File: src/rtl/hv_efuse_load_ctrl.sv
// -----------------------------------------------------------------------------
// hv_efuse_load_ctrl
//
// Purpose:
//   On a level load request from the HV control FSM, reads the efuse macro
//   word by word (strobe, wait, sample), copies each word into the register
//   bank, then checks the loaded image. It signals completion with a one-cycle
//   done pulse and a sticky image-valid flag.
//
// Optional feature (compile-time macro):
//   HV_EFUSE_CRC_CHK_EN - when defined, the image is valid only if the XOR of
//   words 0..N-2 equals the last (checksum) word and those words are not all
//   zero. When undefined, the image is valid when any word is nonzero
//   (blank-fuse detection only). The checksum word is always read and written.
//
// Ports:
//   i_clk               clock
//   i_rst_n             asynchronous active-low reset
//   i_efuse_load_req    level load request
//   i_efuse_ctrl_reg_en load permission; dropping it mid-load aborts the load
//   o_efuse_addr        efuse macro word address (driven in STB/WAIT)
//   o_efuse_rd_stb      efuse macro read strobe
//   i_efuse_rdata       efuse macro read data
//   o_reg_wr_en         register bank write pulse
//   o_reg_wr_addr       register bank word index
//   o_reg_wr_data       register bank write data
//   o_efuse_busy        high whenever the FSM is not idle
//   o_efuse_load_done   one-cycle completion pulse
//   o_efuse_vld         sticky image-valid flag
// -----------------------------------------------------------------------------
module hv_efuse_load_ctrl #(
  parameter int EFUSE_WORD_NUM = 8,
  parameter int EFUSE_DW       = 8,
  parameter int EFUSE_AW       = 4,
  parameter int RD_PLS_CYC     = 4,
  parameter int RD_WAIT_CYC    = 2
) (
  input  logic                i_clk,
  input  logic                i_rst_n,
  input  logic                i_efuse_load_req,
  input  logic                i_efuse_ctrl_reg_en,
  output logic [EFUSE_AW-1:0] o_efuse_addr,
  output logic                o_efuse_rd_stb,
  input  logic [EFUSE_DW-1:0] i_efuse_rdata,
  output logic                o_reg_wr_en,
  output logic [EFUSE_AW-1:0] o_reg_wr_addr,
  output logic [EFUSE_DW-1:0] o_reg_wr_data,
  output logic                o_efuse_busy,
  output logic                o_efuse_load_done,
  output logic                o_efuse_vld
);

  // Phase counter only has to reach the longer of the two phases.
  localparam int CNT_MAX = (RD_PLS_CYC > RD_WAIT_CYC) ? RD_PLS_CYC : RD_WAIT_CYC;
  localparam int CW      = (CNT_MAX > 1) ? $clog2(CNT_MAX) : 1;

  localparam logic [CW-1:0]       PLS_LAST  = CW'(RD_PLS_CYC - 1);
  localparam logic [CW-1:0]       WAIT_LAST = CW'(RD_WAIT_CYC - 1);
  localparam logic [EFUSE_AW-1:0] IDX_LAST  = EFUSE_AW'(EFUSE_WORD_NUM - 1);

  typedef enum logic [2:0] {
    S_IDLE = 3'd0,
    S_STB  = 3'd1,
    S_WAIT = 3'd2,
    S_WR   = 3'd3,
    S_CHK  = 3'd4,
    S_DONE = 3'd5
  } state_e;

  state_e              state_q, state_d;
  logic [CW-1:0]       cnt_q, cnt_d;
  logic [EFUSE_AW-1:0] idx_q, idx_d;
  logic [EFUSE_DW-1:0] data_q, data_d;
  logic [EFUSE_DW-1:0] acc_q, acc_d;
  logic                nz_q, nz_d;
  logic                vld_q, vld_d;
  logic                arm_q, arm_d;
  logic                start_s;
  logic                last_word_s;

  assign start_s     = (state_q == S_IDLE) & i_efuse_load_req & i_efuse_ctrl_reg_en & arm_q;
  assign last_word_s = (idx_q == IDX_LAST);

  // State register.
  always_ff @(posedge i_clk or negedge i_rst_n) begin
    if (!i_rst_n) begin
      state_q <= S_IDLE;
    end else begin
      state_q <= state_d;
    end
  end

  // Next-state logic; a dropped enable in STB/WAIT/WR wins over any other move.
  always_comb begin
    state_d = state_q;
    case (state_q)
      S_IDLE: begin
        if (start_s) begin
          state_d = S_STB;
        end else begin
          state_d = S_IDLE;
        end
      end
      S_STB: begin
        if (!i_efuse_ctrl_reg_en) begin
          state_d = S_IDLE;
        end else if (cnt_q == PLS_LAST) begin
          state_d = S_WAIT;
        end else begin
          state_d = S_STB;
        end
      end
      S_WAIT: begin
        if (!i_efuse_ctrl_reg_en) begin
          state_d = S_IDLE;
        end else if (cnt_q == WAIT_LAST) begin
          state_d = S_WR;
        end else begin
          state_d = S_WAIT;
        end
      end
      S_WR: begin
        if (!i_efuse_ctrl_reg_en) begin
          state_d = S_IDLE;
        end else if (last_word_s) begin
          state_d = S_CHK;
        end else begin
          state_d = S_STB;
        end
      end
      S_CHK:   state_d = S_DONE;
      S_DONE:  state_d = S_IDLE;
      default: state_d = S_IDLE;
    endcase
  end

  // Datapath next-state: phase counter, word index, sampled data, checks, arm.
  always_comb begin
    cnt_d  = '0;
    idx_d  = idx_q;
    data_d = data_q;
    acc_d  = acc_q;
    nz_d   = nz_q;
    vld_d  = vld_q;
    arm_d  = arm_q;

    // The counter runs only while staying inside STB or WAIT; any state change
    // (including abort) restarts it for the next phase.
    if (((state_q == S_STB) || (state_q == S_WAIT)) && (state_d == state_q)) begin
      cnt_d = cnt_q + CW'(1);
    end else begin
      cnt_d = '0;
    end

    case (state_q)
      S_IDLE: begin
        // Re-arming needs the request seen low, so a held request cannot retrigger.
        if (!i_efuse_load_req) begin
          arm_d = 1'b1;
        end else if (start_s) begin
          arm_d = 1'b0;
          idx_d = '0;
          acc_d = '0;
          nz_d  = 1'b0;
          vld_d = 1'b0;
        end else begin
          arm_d = arm_q;
        end
      end
      S_WAIT: begin
        if (i_efuse_ctrl_reg_en && (cnt_q == WAIT_LAST)) begin
          data_d = i_efuse_rdata;
        end else begin
          data_d = data_q;
        end
      end
      S_WR: begin
        if (i_efuse_ctrl_reg_en) begin
          if (!last_word_s) begin
            acc_d = acc_q ^ data_q;
            idx_d = idx_q + EFUSE_AW'(1);
          end else begin
            acc_d = acc_q;
            idx_d = idx_q;
          end
`ifdef HV_EFUSE_CRC_CHK_EN
          // The checksum word itself does not count towards "not blank".
          if (!last_word_s) begin
            nz_d = nz_q | (|data_q);
          end else begin
            nz_d = nz_q;
          end
`else
          nz_d = nz_q | (|data_q);
`endif
        end else begin
          idx_d = idx_q;
        end
      end
      S_CHK: begin
`ifdef HV_EFUSE_CRC_CHK_EN
        // data_q still holds the checksum word captured for the last WR.
        vld_d = (acc_q == data_q) & nz_q;
`else
        vld_d = nz_q;
`endif
      end
      default: begin
        vld_d = vld_q;
      end
    endcase
  end

  // Datapath registers.
  always_ff @(posedge i_clk or negedge i_rst_n) begin
    if (!i_rst_n) begin
      cnt_q  <= '0;
      idx_q  <= '0;
      data_q <= '0;
      acc_q  <= '0;
      nz_q   <= 1'b0;
      vld_q  <= 1'b0;
      arm_q  <= 1'b1;
    end else begin
      cnt_q  <= cnt_d;
      idx_q  <= idx_d;
      data_q <= data_d;
      acc_q  <= acc_d;
      nz_q   <= nz_d;
      vld_q  <= vld_d;
      arm_q  <= arm_d;
    end
  end

  // Outputs decoded from registered state. The write is suppressed in the
  // abort cycle so an aborted WR never reaches the register bank.
  assign o_efuse_busy      = (state_q != S_IDLE);
  assign o_efuse_rd_stb    = (state_q == S_STB);
  assign o_efuse_addr      = ((state_q == S_STB) || (state_q == S_WAIT)) ? idx_q : '0;
  assign o_reg_wr_en       = (state_q == S_WR) & i_efuse_ctrl_reg_en;
  assign o_reg_wr_addr     = (state_q == S_WR) ? idx_q : '0;
  assign o_reg_wr_data     = (state_q == S_WR) ? data_q : '0;
  assign o_efuse_load_done = (state_q == S_DONE);
  assign o_efuse_vld       = vld_q;

endmodule

File: config.mk
export PLATFORM = sky130hd
export DESIGN_NAME = hv_efuse_load_ctrl
export DESIGN_NICKNAME = d
export VERILOG_FILES = /design/src/rtl/hv_efuse_load_ctrl.sv
export SDC_FILE = /design/constraint.sdc
export NUM_CORES = 1
export LEC_CHECK = 0
export ABC_AREA = 1
export CAP_MARGIN = 5
export CORE_ASPECT_RATIO = 1.1
export CORE_MARGIN = 4
export CORE_UTILIZATION = 30
export DETAILED_ROUTE_END_ITERATION = 12
export PLACE_DENSITY = 0.59
export REMOVE_ABC_BUFFERS = 1
export SLEW_MARGIN = 20
export SYNTH_ARGS = -nofsm -noshare
export SYNTH_HDL_FRONTEND = slang
export SYNTH_SLANG_ARGS = --single-unit
File: constraint.sdc
create_clock -name i_clk -period 3.25 [get_ports i_clk]
set_input_delay 0.65 -clock i_clk [delete_from_list [all_inputs] [get_ports i_clk]]
set_output_delay 0.65 -clock i_clk [all_outputs]
set_load 0.05 [all_outputs]
==> results.yml, run 1 <==
run_status:
  status: "finished clean"
clocking:
  clk_path_buf_depth: 2
  clk_latency_ns: 0.26
  cts_root_buf: "clkbuf_8"
  cts_resized: 0
  cts.sinks: 20
  cts_setup_buffers: 0
  clk_pin_slew_ns: 0.07
  cts_buffers: 3
  cts_hold_buf: 0
  cts_tree: "built"
  cts_htree_levels: 1
layout:
  stdcell_count: 233
  layout-drive-gt1-share_pct: 10.9
  fin_nets: 199
  n_antenna_cell: 0
  fin_util_pct: 42.4
  areaGrowthSynthToFinish_pct: 35.9
  fillCellCount: 389
logic_synthesis:
  ys_ff_latch: 20
  synthAdderAreaFrac_pct: 3.29
  syn_avg_cell_area_sq_um: 7.61
  yosysTopAreaCell: "dfrtp_1"
  synth_xor_xnor_area_share_pct: 1.54
  ys_warn_count: 0
  synth_area_sq_um: 1140
  synth_top_area_share_pct: 41.7
  synth_simple_gate_area_share_pct: 31.3
  synth_cell_types: 27
  ys_seq_area_share_pct: 44.0
  postSynthCellCount: 150
  synthMuxAreaShare_pct: 0
  synth_top_family_by_area: "simple AND/OR/NAND/NOR gates"
  yosys-top-cells-area: "dfrtp_1 (42%), nand2_1 (8.6%), nor2_1 (8.6%)"
  synth_compound_area_share_pct: 11.6
drt:
  dr_wl_met3_microns: 150
  first_pass_iters: 4
  antenna_left: 0
  vias: 1057
  top_layer_used: "met4"
  wl_per_cell_microns: 11.8
  drt_wl_total_mm: 2.76
  drt_iter0_markers: 16
  met1_length_mm: 1.23
  met2_length_mm: 1.34
  vias_per_cell: 4.54
  drc: 0
placement:
  port_buffers: 32
  dp.cells: 229
  dp_slack_ns: 0.631
  dp_hpwl_mm: 2.13
  gp_congestion: 0.836
critical_path:
  start_kind: "flop"
  crit_fanout: 17
  end_kind: "output pin"
  cp.required_ns: 2.60
  crit_type: "flop to output pin"
  cp.arrival_ns: 2.24
sta:
  final-max-slew-violation-count: 0
  tightestPinTransition_ns: 0.879
  fin_crit_sh_pct: 88.9
  setup_violations: 0
  finalClockSkew_ns: 0.00387
  finalHoldViolCount: 0
  rsz0062_at_grt: "false"
  worst_slack_ns: 0.361
  hold_ws_ns: 0.470
  setup_tns_ns: 0
  fmax_ghz: 0.346
  fin_crit_ns: 2.89
  slew_headroom_pct: 41.2
power_and_ir_drop:
  ir_worst_vdd_uv: 156
  power_density_nw_per_um2: 341
  pwr-share-clk_pct: 31.3
  p_leak_uw: 0.000691
  seq_power_share_pct: 50.1
  p_int_uw: 381
  p_sw_uw: 147
  swShare_pct: 27.8
  combPwrFrac_pct: 18.5
grt:
  grt_usage_pct: 12.5
  grt_overflow: 0
  grt_pass1_wl_mm: 4.67
  grt_max_degree: 21
  grt_antenna_before_repair: 0
  grt_pass1_vias: 1071
die:
  rows: 23
  initial_utilization_pct: 31.2
  die_w_microns: 66.8
  die_h_microns: 72.7
  die-area_sq_um: 4860
  io-pin-count: 33
  coreArea_sq_um: 3650
hold_path:
  hold_class: "flop to flop"
job:
  drv_cap: 0
[synth_stat cells]
master     n
nand2_1   26
nor2_1    26
dfrtp_1   19
inv_1     17
nand3_1   12
o21ai_0   11
o21ai_1    7
inv_2      4
nand2_2    4
ha_1       3
nor2_2     3
nand4_1    2
nor2_4     2
a21boi_1   1
a21oi_1    1
a21oi_4    1
buf_2      1
buf_4      1
clkbuf_1   1
dfstp_2    1
nand3_2    1
nand3b_1   1
nor3_1     1
o22ai_1    1
o31ai_1    1
xnor2_1    1
xor2_1     1
[power by group through the flow]
stage          Combinational, uW  Sequential (uW)  Clock [uW]
6_report                    97.8              265         165
5_1_grt                      109              265         182
4_1_cts                     99.2              265         172
3_5_place_dp                98.8              269           0
3_3_place_gp                98.0              269           0
2_1_floorplan               61.1              268           0
[metrics by stage]
step                      power, uW  cell area [sq um]
after floorplan                 330               1120
after global placement          367               1510
after detailed placement        368               1510
after CTS                       536               1550
after global routing            556               1550
final                           528               1550
[routing by layer]
metal  vias up  GRT usage [%]
li1        543              -
met1       483           14.3
met2        27           22.1
met3         4           2.77
met4         0           5.42
met5         -              0
[cells in the final DEF, fill, tap and decap left out, drive strengths merged, types with 2 or more instances in the layout]
cell type | Yosys | final
o21ai | 18 | 18
ha | 3 | 3
inv | 21 | 21
nand2 | 30 | 30
clkdlybuf4s50 | 0 | 31
nand3 | 13 | 13
clkbuf | 1 | 4
nand4 | 2 | 2
nor2 | 31 | 31
a21oi | 2 | 2
dfrtp | 19 | 19
[final timing paths]
| kind | start | cells after the start | slack [ns] | endpoint |
|---|---|---|---|---|
| max in group asynchronous | i_rst_n | 1 | 1.82 | data_q[1]$_DFFE_PN0P_ |
| hold reg to reg | cnt_q[0]$_DFF_PN0_ | 1 | 0.47 | cnt_q[0]$_DFF_PN0_ |
| setup reg to reg | state_q[2]$_DFF_PN0_ | 6 | 1.60 | idx_q[1]$_DFFE_PN0P_ |
| hold / removal | cnt_q[0]$_DFF_PN0_ | 1 | 0.47 | cnt_q[0]$_DFF_PN0_ |
| min in group asynchronous | i_rst_n | 1 | 0.89 | cnt_q[0]$_DFF_PN0_ |
| setup / recovery | state_q[2]$_DFF_PN0_ | 4 | 0.36 | o_reg_wr_data[2] |
[critical path, stage by stage (launching register included)]
cell and delay (ns):
dfrtp_1 0.45, inv_2 0.18, nand3_2 0.32, nor2_1 0.21, clkdlybuf4s50_1 0.84
[cell families (layout without fill, tap and decap cells)]
kind of cell / Yosys count / count (layout)
AO/OA/AOI/OAI: 23 / 23
XOR/XNOR: 2 / 2
adder cells (fa/ha/maj): 3 / 3
buffers and inverters: 24 / 57
flip-flops: 20 / 20
AND/OR/NAND/NOR: 78 / 78
[sequential cells by signal, indices dropped and copies added, names as in the netlist]
register     flops
data_q           8
idx_q            4
state_q          3
cnt_q            2
arm_q            1
nz_q             1
o_efuse_vld      1
[cell type report]
cell class / count / area, sq um / area share [%]
clock buffer: 4 / 45.0 / 2.91
inverter: 21 / 78.8 / 5.08
multi-input combinational: 106 / 544 / 35.1
sequential: 20 / 502 / 32.4
tap: 50 / 62.6 / 4.04
timing repair buffer: 32 / 318 / 20.5
(Power assumes the default switching activity.)
==> inputs of run 2 (changes only) <==
--- a/config.mk
+++ b/config.mk
@@ -11,6 +11,7 @@
 export CORE_MARGIN = 4
 export CORE_UTILIZATION = 30
 export DETAILED_ROUTE_END_ITERATION = 12
+export GPL_TIMING_DRIVEN = 0
 export PLACE_DENSITY = 0.59
 export REMOVE_ABC_BUFFERS = 1
 export SLEW_MARGIN = 20
==> run 2 against run 1 <==
  * Clock power is essentially flat
  * Utilization rose by 0.068 points
  * Final cell count did not move
  * Non-clock buffer count stayed put
  * Critical path depth did not move
  * Critical endpoint is now o_reg_wr_en
  * Highest routed layer unchanged
==> results.yml, run 2 (synthesis gave the netlist of run 1 again) <==
run_status:
  status: "finished clean"
placement:
  gp_congestion: 0.846
  port_buffers: 32
  dpl_cell_area_sq_um: 1510
  dp_hpwl_mm: 2.10
sta:
  fmax_ghz: 0.331
  fin_crit_ns: 3.02
  finalClockSkew_ns: 0.00242
  setup_violations: 0
  setup_tns_ns: 0
  finalHoldViolCount: 0
  hold_ws_ns: 0.463
  fin_crit_sh_pct: 92.9
  slew_headroom_pct: 40.4
  final-max-slew-violation-count: 0
  tightestPinTransition_ns: 0.891
  rsz0062_at_grt: "false"
critical_path:
  cp.required_ns: 2.60
  crit_type: "input port to output pin"
  cp.arrival_ns: 2.37
  crit_fanout: 7
  r2r_slack_ns: 1.60
  start_kind: "input port"
  end_kind: "output pin"
die:
  initial_utilization_pct: 31.2
  rows: 23
  io-pin-count: 33
  die_h_microns: 72.7
  die_w_microns: 66.8
  die-area_sq_um: 4860
  coreArea_sq_um: 3650
grt:
  grt_overflow: 0
  grt_max_degree: 21
  grt_pass1_vias: 1029
  grt_usage_pct: 12.2
  grt_antenna_before_repair: 0
  grt_pass1_wl_mm: 4.53
layout:
  n_antenna_cell: 0
  layout_commonest_cell: "clkdlybuf4s50_1"
  fin_nets: 199
  layout-drive-gt1-share_pct: 10.4
  regMostFlops: "data_q"
  reg_top3: "data_q (8), idx_q (4), state_q (3)"
  largest_reg_flops: 8
  areaGrowthSynthToFinish_pct: 36.1
  layout_common_cells: "clkdlybuf4s50_1 (32), nor2_1 (26), nand2_1 (26), dfrtp_1 (19), inv_1 (17)"
  final_area_sq_um: 1550
clocking:
  cts_resized: 0
  clk_latency_ns: 0.26
  cts_htree_levels: 1
  cts.sinks: 20
  cts_tree: "built"
  cts_root_buf: "clkbuf_8"
  clk_path_buf_depth: 2
  clk_pin_slew_ns: 0.07
  cts_hold_buf: 0
  cts_setup_buffers: 0
  cts_buffers: 3
power_and_ir_drop:
  ir_worst_vdd_uv: 156
  p_leak_uw: 0.000689
  power_density_nw_per_um2: 341
drt:
  antenna_left: 0
  wl_per_cell_microns: 11.4
  vias: 1060
  first_pass_iters: 3
  vias_per_cell: 4.55
  drt_wl_total_mm: 2.66
  drt_iter0_markers: 7
  drc: 0
job:
  drv_cap: 0
hold_path:
  hold_class: "flop to flop"
## run 2: cell type report
type                    instances  area, sq um
repair buffers                 32          320
fillers                       404         2100
clock buffers                   4         45.0
multi-input cells             106          544
inverters                      21         78.8
well taps                      50         62.6
flip-flops and latches         20          502
## run 2: metrics by stage
step	power [uW]	cells	worst slack, ns	utilization (%)
finish	530	233	0.231	42.5
global route	560	233	0.127	42.5
CTS	539	233	0.224	42.5
detailed placement	368	229	0.241	41.3
global placement	366	229	0.226	41.3
floorplan	330	147	0.989	-
## run 2: critical path, stage by stage
cell and delay [ns]:
clkdlybuf4s50_1 0.63, inv_2 0.10, nor2_1 0.15, clkdlybuf4s50_1 0.84
## run 2: metal layers
layer,wire (microns),part of all wire [%],global-route usage (%),vias up
li1,-,-,-,546
met1,1160,44,14.6,482
met2,1310,49,20.5,27
met3,143,5.4,3.54,5
met4,48,1.8,4.74,0
met5,0,0,0,-
## run 2: final timing paths
kind | cells past startpoint | to | startpoint
setup / recovery | 4 | o_reg_wr_en | i_efuse_ctrl_reg_en
hold / removal | 1 | cnt_q[0]$_DFF_PN0_ | cnt_q[0]$_DFF_PN0_
hold reg to reg | 1 | cnt_q[0]$_DFF_PN0_ | cnt_q[0]$_DFF_PN0_
max in group asynchronous | 1 | state_q[2]$_DFF_PN0_ | i_rst_n
setup reg to reg | 6 | idx_q[1]$_DFFE_PN0P_ | state_q[2]$_DFF_PN0_
min in group asynchronous | 1 | cnt_q[1]$_DFF_PN0_ | i_rst_n
## run 2: report_power, final
part	switching, uW	internal [uW]
Sequential	6.89	258
Clock	81.2	87.3
Combinational	61.0	36.0
